===== src/rtl/npu_sram_stream_reader_if.sv =====
// SRAM port-2 read bus and output word stream
// of the NPU SRAM stream reader.
interface npu_sram_stream_reader_if #(
  parameter int ADDR_W = 14,
  parameter int DATA_W = 16
);

  logic [ADDR_W-1:0]   address2;
  logic                chipselect2;
  logic                write2;
  logic [DATA_W/8-1:0] byteenable2;
  logic                clken2;
  logic [DATA_W-1:0]   readdata2;

  logic [DATA_W-1:0]   out_data;
  logic                out_valid;
  logic                out_ready;
  logic                out_last;

  modport master (
    output address2,
    output chipselect2,
    output write2,
    output byteenable2,
    output clken2,
    input  readdata2,
    output out_data,
    output out_valid,
    input  out_ready,
    output out_last
  );

  modport slave (
    input  address2,
    input  chipselect2,
    input  write2,
    input  byteenable2,
    input  clken2,
    output readdata2,
    input  out_data,
    input  out_valid,
    output out_ready,
    input  out_last
  );

endinterface


===== src/rtl/npu_sram_stream_reader.sv =====
// Streams a block of SRAM words out through a small FIFO,
// issuing reads only when a FIFO slot is guaranteed.
module npu_sram_stream_reader #(
  parameter int ADDR_W     = 14,
  parameter int DATA_W     = 16,
  parameter int FIFO_DEPTH = 4
) (
  input  logic              clk,
  input  logic              reset,
  input  logic              start,
  input  logic [ADDR_W-1:0] base_addr,
  input  logic [ADDR_W:0]   length,
  output logic              busy,
  output logic              done,
  npu_sram_stream_reader_if.master bus
);

  localparam int PW = $clog2(FIFO_DEPTH);
  localparam logic [PW+1:0] DEPTH_V = (PW+2)'(FIFO_DEPTH);
  localparam logic [ADDR_W:0] ONE = (ADDR_W+1)'(1);

  typedef enum logic [1:0] {
    IDLE,
    ISSUE,
    DRAIN
  } state_t;

  state_t state;
  state_t state_nx;

  logic [ADDR_W-1:0] addr;
  logic [ADDR_W:0]   rem;
  logic              inflight;
  logic              inflight_last;

  logic [DATA_W-1:0] fifo_data [FIFO_DEPTH];
  logic              fifo_last [FIFO_DEPTH];
  logic [PW-1:0]     wptr;
  logic [PW-1:0]     rptr;
  logic [PW:0]       count;

  logic              push;
  logic              pop;
  logic              issue;
  logic              last_issue;
  logic              accept;
  logic              zero_start;
  logic              last_pop;
  logic [PW+1:0]     level;

  assign push       = inflight;
  assign pop        = (count != '0) & bus.out_ready;
  assign last_pop   = pop & bus.out_last;
  assign accept     = (state == IDLE) & start
                    & (length != '0);
  assign zero_start = (state == IDLE) & start
                    & (length == '0);
  assign last_issue = (rem == ONE);

  // Occupancy after this cycle's pop plus the read
  // still in flight; a new read needs a free slot.
  assign level = {1'b0, count}
               - (PW+2)'(pop)
               + (PW+2)'(inflight);

  // Command sequencing and read-issue decision.
  always_comb begin
    state_nx = state;
    issue    = 1'b0;
    unique case (state)
      IDLE: begin
        if (accept) state_nx = ISSUE;
      end
      ISSUE: begin
        issue = (level < DEPTH_V);
        if (issue && last_issue) state_nx = DRAIN;
      end
      DRAIN: begin
        if (last_pop) state_nx = IDLE;
      end
      default: state_nx = IDLE;
    endcase
  end

  // State register.
  always_ff @(posedge clk) begin
    if (reset) state <= IDLE;
    else       state <= state_nx;
  end

  // Read address and remaining-issue counter.
  always_ff @(posedge clk) begin
    if (reset) begin
      addr <= '0;
      rem  <= '0;
    end else if (accept) begin
      addr <= base_addr;
      rem  <= length;
    end else if (issue) begin
      addr <= addr + 1'b1;
      rem  <= rem - ONE;
    end
  end

  // One-cycle read pipeline tag, carrying the last flag.
  always_ff @(posedge clk) begin
    if (reset) begin
      inflight      <= 1'b0;
      inflight_last <= 1'b0;
    end else begin
      inflight      <= issue;
      inflight_last <= issue & last_issue;
    end
  end

  // FIFO storage, written as read data returns.
  always_ff @(posedge clk) begin
    if (push) begin
      fifo_data[wptr] <= bus.readdata2;
      fifo_last[wptr] <= inflight_last;
    end
  end

  // FIFO pointers and occupancy.
  always_ff @(posedge clk) begin
    if (reset) begin
      wptr  <= '0;
      rptr  <= '0;
      count <= '0;
    end else begin
      if (push) wptr <= wptr + 1'b1;
      if (pop)  rptr <= rptr + 1'b1;
      unique case ({push, pop})
        2'b10:   count <= count + 1'b1;
        2'b01:   count <= count - 1'b1;
        default: count <= count;
      endcase
    end
  end

  // Done pulses after the final transfer, or right
  // after a zero-length command.
  always_ff @(posedge clk) begin
    if (reset) begin
      done <= 1'b0;
    end else begin
      done <= zero_start
            | ((state == DRAIN) & last_pop);
    end
  end

  assign busy            = (state != IDLE);

  assign bus.address2    = addr;
  assign bus.chipselect2 = issue;
  assign bus.write2      = 1'b0;
  assign bus.byteenable2 = '1;
  assign bus.clken2      = 1'b1;

  assign bus.out_valid   = (count != '0);
  assign bus.out_data    = fifo_data[rptr];
  assign bus.out_last    = (count != '0)
                         & fifo_last[rptr];

endmodule


===== src/flat_wrapper.sv =====
// flat-port wrapper written by rule: the top's interface ports become plain ports
module npu_sram_stream_reader_flat 
#(
  parameter int ADDR_W     = 14,
  parameter int DATA_W     = 16,
  parameter int FIFO_DEPTH = 4
)
  (clk, reset, start, base_addr, length, busy, done, bus_address2, bus_chipselect2, bus_write2, bus_byteenable2, bus_clken2, bus_readdata2, bus_out_data, bus_out_valid, bus_out_ready, bus_out_last);
  npu_sram_stream_reader_if #(.ADDR_W(ADDR_W), .DATA_W(DATA_W)) bus_i ();
  input  logic clk;
  input  logic reset;
  input  logic start;
  input  logic [ADDR_W-1:0] base_addr;
  input  logic [ADDR_W:0] length;
  output logic busy;
  output logic done;
  output wire logic [$bits(bus_i.address2)-1:0] bus_address2;
  output wire logic [$bits(bus_i.chipselect2)-1:0] bus_chipselect2;
  output wire logic [$bits(bus_i.write2)-1:0] bus_write2;
  output wire logic [$bits(bus_i.byteenable2)-1:0] bus_byteenable2;
  output wire logic [$bits(bus_i.clken2)-1:0] bus_clken2;
  input wire logic [$bits(bus_i.readdata2)-1:0] bus_readdata2;
  output wire logic [$bits(bus_i.out_data)-1:0] bus_out_data;
  output wire logic [$bits(bus_i.out_valid)-1:0] bus_out_valid;
  input wire logic [$bits(bus_i.out_ready)-1:0] bus_out_ready;
  output wire logic [$bits(bus_i.out_last)-1:0] bus_out_last;
  assign bus_address2 = bus_i.address2;
  assign bus_chipselect2 = bus_i.chipselect2;
  assign bus_write2 = bus_i.write2;
  assign bus_byteenable2 = bus_i.byteenable2;
  assign bus_clken2 = bus_i.clken2;
  assign bus_i.readdata2 = bus_readdata2;
  assign bus_out_data = bus_i.out_data;
  assign bus_out_valid = bus_i.out_valid;
  assign bus_i.out_ready = bus_out_ready;
  assign bus_out_last = bus_i.out_last;
  npu_sram_stream_reader #(.ADDR_W(ADDR_W), .DATA_W(DATA_W), .FIFO_DEPTH(FIFO_DEPTH)) u_core (.clk(clk), .reset(reset), .start(start), .base_addr(base_addr), .length(length), .busy(busy), .done(done), .bus(bus_i));
endmodule

===== config.mk =====
export PLATFORM = sky130hd
export DESIGN_NAME = npu_sram_stream_reader_flat
export DESIGN_NICKNAME = d
export VERILOG_FILES = /design/src/rtl/npu_sram_stream_reader_if.sv /design/src/rtl/npu_sram_stream_reader.sv /design/src/flat_wrapper.sv
export SDC_FILE = /design/constraint.sdc
export NUM_CORES = 1
export LEC_CHECK = 0
export CAP_MARGIN = 15
export CORE_MARGIN = 5
export CORE_UTILIZATION = 47
export DETAILED_ROUTE_END_ITERATION = 12
export HOLD_SLACK_MARGIN = 0.06
export MAX_ROUTING_LAYER = met4
export PLACE_DENSITY = 0.85
export SKIP_CTS_REPAIR_TIMING = 1
export SLEW_MARGIN = 10
export SYNTH_ARGS = -nofsm -noshare
export SYNTH_HDL_FRONTEND = slang
export SYNTH_SLANG_ARGS = --single-unit

===== constraint.sdc =====
create_clock -name clk -period 3.1 [get_ports clk]
set_input_delay 0.62 -clock clk [delete_from_list [all_inputs] [get_ports clk]]
set_output_delay 0.62 -clock clk [all_outputs]
set_load 0.01 [all_outputs]

# Word-level counts from Yosys, hierarchy flattened
# Memories as Yosys holds them, arrays and structs flattened. A register that Yosys moved wholly into a read port is not among the register bits.
# Cells that the tools add are included.
# classes
add_sub_neg	8
magnitude_cmp	1
n_eq_ne	8
n_mux	16
bitwise	9
reduce_logical	9
# op_table
op	count
$mux 15	2
$mux 14	2
$eq 15x1->1 const B	1
$logic_not 15->1	1
$reduce_bool 15->1	1
$sub 15x1->15 const B	1
$add 14x1->14 const B	1
$mux 2	7
$and 1x1->1	8
$ne 2x1->1 const B	3
$pmux 2 s3	1
$pmux 3 s2	1
$reduce_bool 2->1	3
$add 2x1->2 const B	2
$add 4x1->4	1
$eq 2x1->1 const B	2
$eq 2x2->1 const B	2
$lt 4x3->1 const B	1
$sub 3x1->4	1
$add 3x1->3 const B	1
$mux 1	3
$reduce_and 3->1	1
$reduce_bool 3->1	1
$sub 3x1->3 const B	1
3 further kinds	3
# word_totals
reg_bits	41
mem_bits_rw	68
inputBits	49
out_inout_bits	39
word_cells	62
mem_count	2
# memory_table
memory	depth	word_bits	rd	rd_ports_with_merged_regs	write_ports	line_no	text
u_core.fifo_data	4	16	1	1	1	npu_sram_stream_reader.sv:36	logic [DATA_W-1:0] fifo_data [FIFO_DEPTH];
u_core.fifo_last	4	1	1	1	1	npu_sram_stream_reader.sv:37	logic fifo_last [FIFO_DEPTH];

# Longest topological paths before layout
# logic_depth
depth_word	8
mapped_depth	12
ltp_nobuf	10

# Worst setup path before layout
# OpenSTA, ideal clock, no wires.
# synth_path
kind	register -> output
from	reg u_core.count[0]
to	out bus_chipselect2
arrival_ns	2.479
t_required_ns	2.480
setup_slack_ns	0.001
path_stages_with_launch	11
path_buffers	2
cell_sequence	dfxtp_1 or3_1 and2_1 clkbuf_1 nand2b_1 ha_1 a311oi_1 a211o_1 nand2_1 inv_1 buf_2
# synth_between
elab_chain_len	6
# synth_lines
item	line_no	text
start: declaration	npu_sram_stream_reader.sv:40	logic [PW:0] count;
start signal: assignment	npu_sram_stream_reader.sv:134	2'b10: count <= count + 1'b1;
start signal: assignment	npu_sram_stream_reader.sv:135	2'b01: count <= count - 1'b1;
start signal: assignment	npu_sram_stream_reader.sv:136	default: count <= count;
$reduce_bool 3->1	-	
net bus_out_valid	flat_wrapper.sv:24	output wire logic [$bits(bus_i.out_valid)-1:0] bus_out_valid;
$and 1x1->1	npu_sram_stream_reader.sv:52	assign pop = (count != '0) & bus.out_ready;
$sub 3x1->4	npu_sram_stream_reader.sv:63	- (PW+2)'(pop)
$add 4x1->4	npu_sram_stream_reader.sv:64	+ (PW+2)'(inflight);
$lt 4x3->1	npu_sram_stream_reader.sv:75	issue = (level < DEPTH_V);
$mux 1	npu_sram_stream_reader.sv:70	unique case (state)
end: declaration	flat_wrapper.sv:18	output wire logic [$bits(bus_i.chipselect2)-1:0] bus_chipselect2;
# The timed path passes the listed nets, and every way through them passes these cells.

# Worst setup path after layout
# layout_path
from	reg u_core.count[2]
to	out bus_chipselect2
# layout_between
elab_chain_len	6
# layout_lines
item	line_no
$reduce_bool 3->1	npu_sram_stream_reader.sv:52
$and 1x1->1	npu_sram_stream_reader.sv:52
$sub 3x1->4 (*)	npu_sram_stream_reader.sv:63
$add 4x1->4 (*)	npu_sram_stream_reader.sv:64
$lt 4x3->1 (*)	npu_sram_stream_reader.sv:75
$mux 1 (*)	npu_sram_stream_reader.sv:70
# Every way passes the cells marked *; elsewhere a longest branch is shown, timed or not.

==> metrics.md <==
| Metric | Value |
|---|---|
| Count of different cell masters after synthesis | `55` |
| CP max stage cell | `or3_4` |
| Root Buffer | `clkbuf_8` |
| Post-synthesis register bit count | `111` |
| Largest net degree at the start of global routing | `27` |
| CTS clk-pin slew, worst paths | `~0.11 ns` |
| Vias in the first global route | `~3800` |
| DP Area | `5970 um^2` |
| Congestion Overflow GR | `0` |
| Critical path arrival | `about 2.4 ns` |
| Most frequent cells in the layout | `81 x clkdlybuf4s50_1, 68 x edfxtp_1, 42 x dfxtp_1, 35 x nor2_1, 28 x buf_4` |
| Antenna cells | `0` |
| Worst Skew | `roughly 0.013 ns` |
| Leading cell type in the layout, fill and taps excluded | `clkdlybuf4s50_1` |
| Primary FF master, synth | `edfxtp_1` |
| CP endpoint kind | `output port` |
| Switch Pwr | `between 1500 and 2000 uW` |
| Post-synthesis mux area share | `0.0831` |
| Synth Warn # | `0` |
| Clk buf depth | `2` |
| Largest family of logic cells by synthesized area | `simple AND/OR/NAND/NOR gates` |
| Port Buffers | `83` |
| Final Critical Period | `3.02 ns` |
| Pwr dens | `between 700 and 800 nW/um^2` |
| Max Slew Vio Count | `0` |
| Leakage power | `roughly 0.0022 uW` |
| Seq/Total Area, Yosys | `0.597` |
| Tot Pwr | `approximately 4600 uW` |
| Worst Tran Pin Value | `0.981 ns` |
| Total die area | `~12000 um^2` |
| Compound-Gate Fraction of Synth Area | `0.119` |
| Pre-antenna DRT Iters | `4` |
| H-tree depth | `3` |
| First-pass GRT wire length | `18500 um` |
| Remaining routing DRC violations | `0` |
| Mapped Area | `slightly below 5000 um^2` |
| Crit-path max cell delay | `0.38 ns` |
| Post-Route Setup TNS | `0 ns` |
| Core area | `about 10000 um^2` |
| Worst slack, placed | `-0.546 ns` |
| Critical path class | `reg2out` |
| Design Area, Final | `approximately 6300 um^2` |
| Post-synth ARST share | `0` |
| Ports | `88` |
| Internal power | `slightly above 3000 uW` |
| XOR/XNOR share of the synthesized area | `0.00901` |
| Max_slew headroom | `0.344` |
| Number of synthesized flops with an enable pin | `between 60 and 70` |
| Syn Inst Count | `approximately 380` |
| Post-synthesis average cell area | `about 13 um^2` |
| Unrepaired setup endpoints after global routing | `false` |
| Comb power frac | `0.402` |
| Antenna viol nets, final | `0` |
| Die span in y | `~110 um` |
| Fin. Hold Viols | `0` |
| Synth area leader | `edfxtp_1` |
| Worst Hold Class | `reg2reg` |
| Synth Area in Simple Gates | `0.134` |
| Required time worst endpoint | `2.48 ns` |
| FP Rows | `37` |
| Switching Fraction | `0.335` |
| Crit share post-route | `0.973` |
| Wire per inst | `17.9 um` |
| Iteration-0 DRC Markers | `314` |
| Top cell type's share of synthesized area | `0.420` |
| Final WL | `roughly 11000 um` |
| Synth Area in Adders | `0.0273` |
| Post-layout util | `0.617` |
| Die width | `about 110 um` |
| Area Growth Syn to Fin | `29.2%` |
| Final setup fails | `0` |
| Startpoint Class | `register` |
| Status | `finished clean` |
| Max Cap Viol | `0` |
| Seq pwr share | `0.395` |
| Routability congestion estimate | `about 0.90` |
| Post-route setup slack | `0.0848 ns` |
| Final-stage net count | `around 540` |
| CP max FO | `3` |
| Largest cells by area after synthesis | `edfxtp_1 42%, dfxtp_1 18%, mux4_2 7.9%` |
| TritonCTS Sinks | `111` |
| Peak VDD IR | `around 0.34 mV` |
| Initial antenna violation count | `0` |
| Max Freq | `332 MHz` |
| GRT Resource Usage Total | `0.187` |
| Clk pwr share | `0.203` |
| DPL Wire Length | `a little under 8000 um` |
| Vias per cell | `roughly 5.7` |
| Via count | `approximately 3500` |
| CTS tree | `yes` |
| Cells along the critical path | `or3_4 > and2_4 > nand2b_4 > ha_4 > a31o_4 > a211o_1 > nand2_2 > inv_2 > buf_6` |
| Fraction of layout cells with a size suffix above 1 | `0.170` |
| Starting density of the core | `0.477` |
| Clock Latency Late Sink | `0.37 ns` |
| CTS Buf Count | `9` |
==> area by class of cell <==
class,count,area [um^2]
Timing Repair Buffer,111,1040
Multi-Input combinational cell,238,1910
Tap cell,136,170
Clock inverter,7,90.1
Fill cell,811,3900
Inverter,11,41.3
Sequential cell,111,2900
Clock buffer,9,124
==> critical path, delay by kind of cell, from the launching register on <==
| kind | cells | cell delay (ns) |
|---|---|---|
| simple gates | 4 | 0.73 |
| compound gates | 2 | 0.55 |
| flops | 1 | 0.34 |
| fa+ha+maj | 1 | 0.23 |
| buf+inv | 2 | 0.16 |
==> worst paths after layout <==
kind              cells after the start             from  slack (ns)                 endpoint
hold / removal                        2    u_core.rem[7]        0.49            u_core.rem[7]
hold reg to reg                       2    u_core.rem[7]        0.49            u_core.rem[7]
setup reg to reg                     12  u_core.count[2]        0.32  u_core.bus.address2[13]
setup / recovery                      9  u_core.count[2]        0.08          bus_chipselect2
==> kinds of logic after synthesis <==
family,count (synthesis)
muxes,19
DFF,111
xor gates and xnor gates,5
and+or+nand+nor,121
other,2
adders and majority gates,10
AOI/OAI and AO/OA,79
buffers and inverters,34
==> metrics by stage <==
| stage | hold slack [ns] | std cells |
|---|---|---|
| global route | 0.503 | 623 |
| global placement | 0.456 | 606 |
| finish | 0.489 | 623 |
| detailed placement | 0.463 | 606 |
| floorplan | 0.434 | 383 |
| CTS | 0.481 | 622 |
==> routing by layer <==
| metal | share of wire | track usage | up-vias |
|---|---|---|---|
| met2 | 0.49 | 0.308 | 157 |
| met3 | 0.068 | 0.0408 | 14 |
| met5 | 0 | - | - |
| li1 | - | - | 1660 |
| met4 | 0.011 | 0.0470 | 0 |
| met1 | 0.43 | 0.236 | 1714 |
==> power groups by stage <==
stage / combinational [uW] / sequential, uW / clock (uW)
after floorplan: 975 / 1820 / 0
after global placement: 1630 / 1820 / 0
after detailed placement: 1690 / 1830 / 0
after CTS: 1690 / 1800 / 940
after global routing: 1990 / 1820 / 1010
final: 1840 / 1810 / 928
==> cells in the mapped netlist (7+ instances only) <==
cell      count
a21oi_1      18
a311oi_1     10
and2_1        7
clkbuf_1     14
dfxtp_1      43
edfxtp_1     68
ha_1          9
inv_1        11
mux4_2       17
nand2_1      19
nand3_1       9
nor2_1       35
nor3_1       11
nor4_1       10
==> flip-flops by register name, summed over array words and instances, names as in the netlist, named ones only <==
signal,cells
u_core.rem,15
u_core.inflight,1
u_core.inflight_last,1
u_core.rptr,2
u_core.done,1
u_core.bus.address2,14
u_core.fifo_data,64
u_core.fifo_last,4
u_core.count,3
u_core.state,2
u_core.wptr,2
No activity file was read; power rests on OpenSTA's default activity.
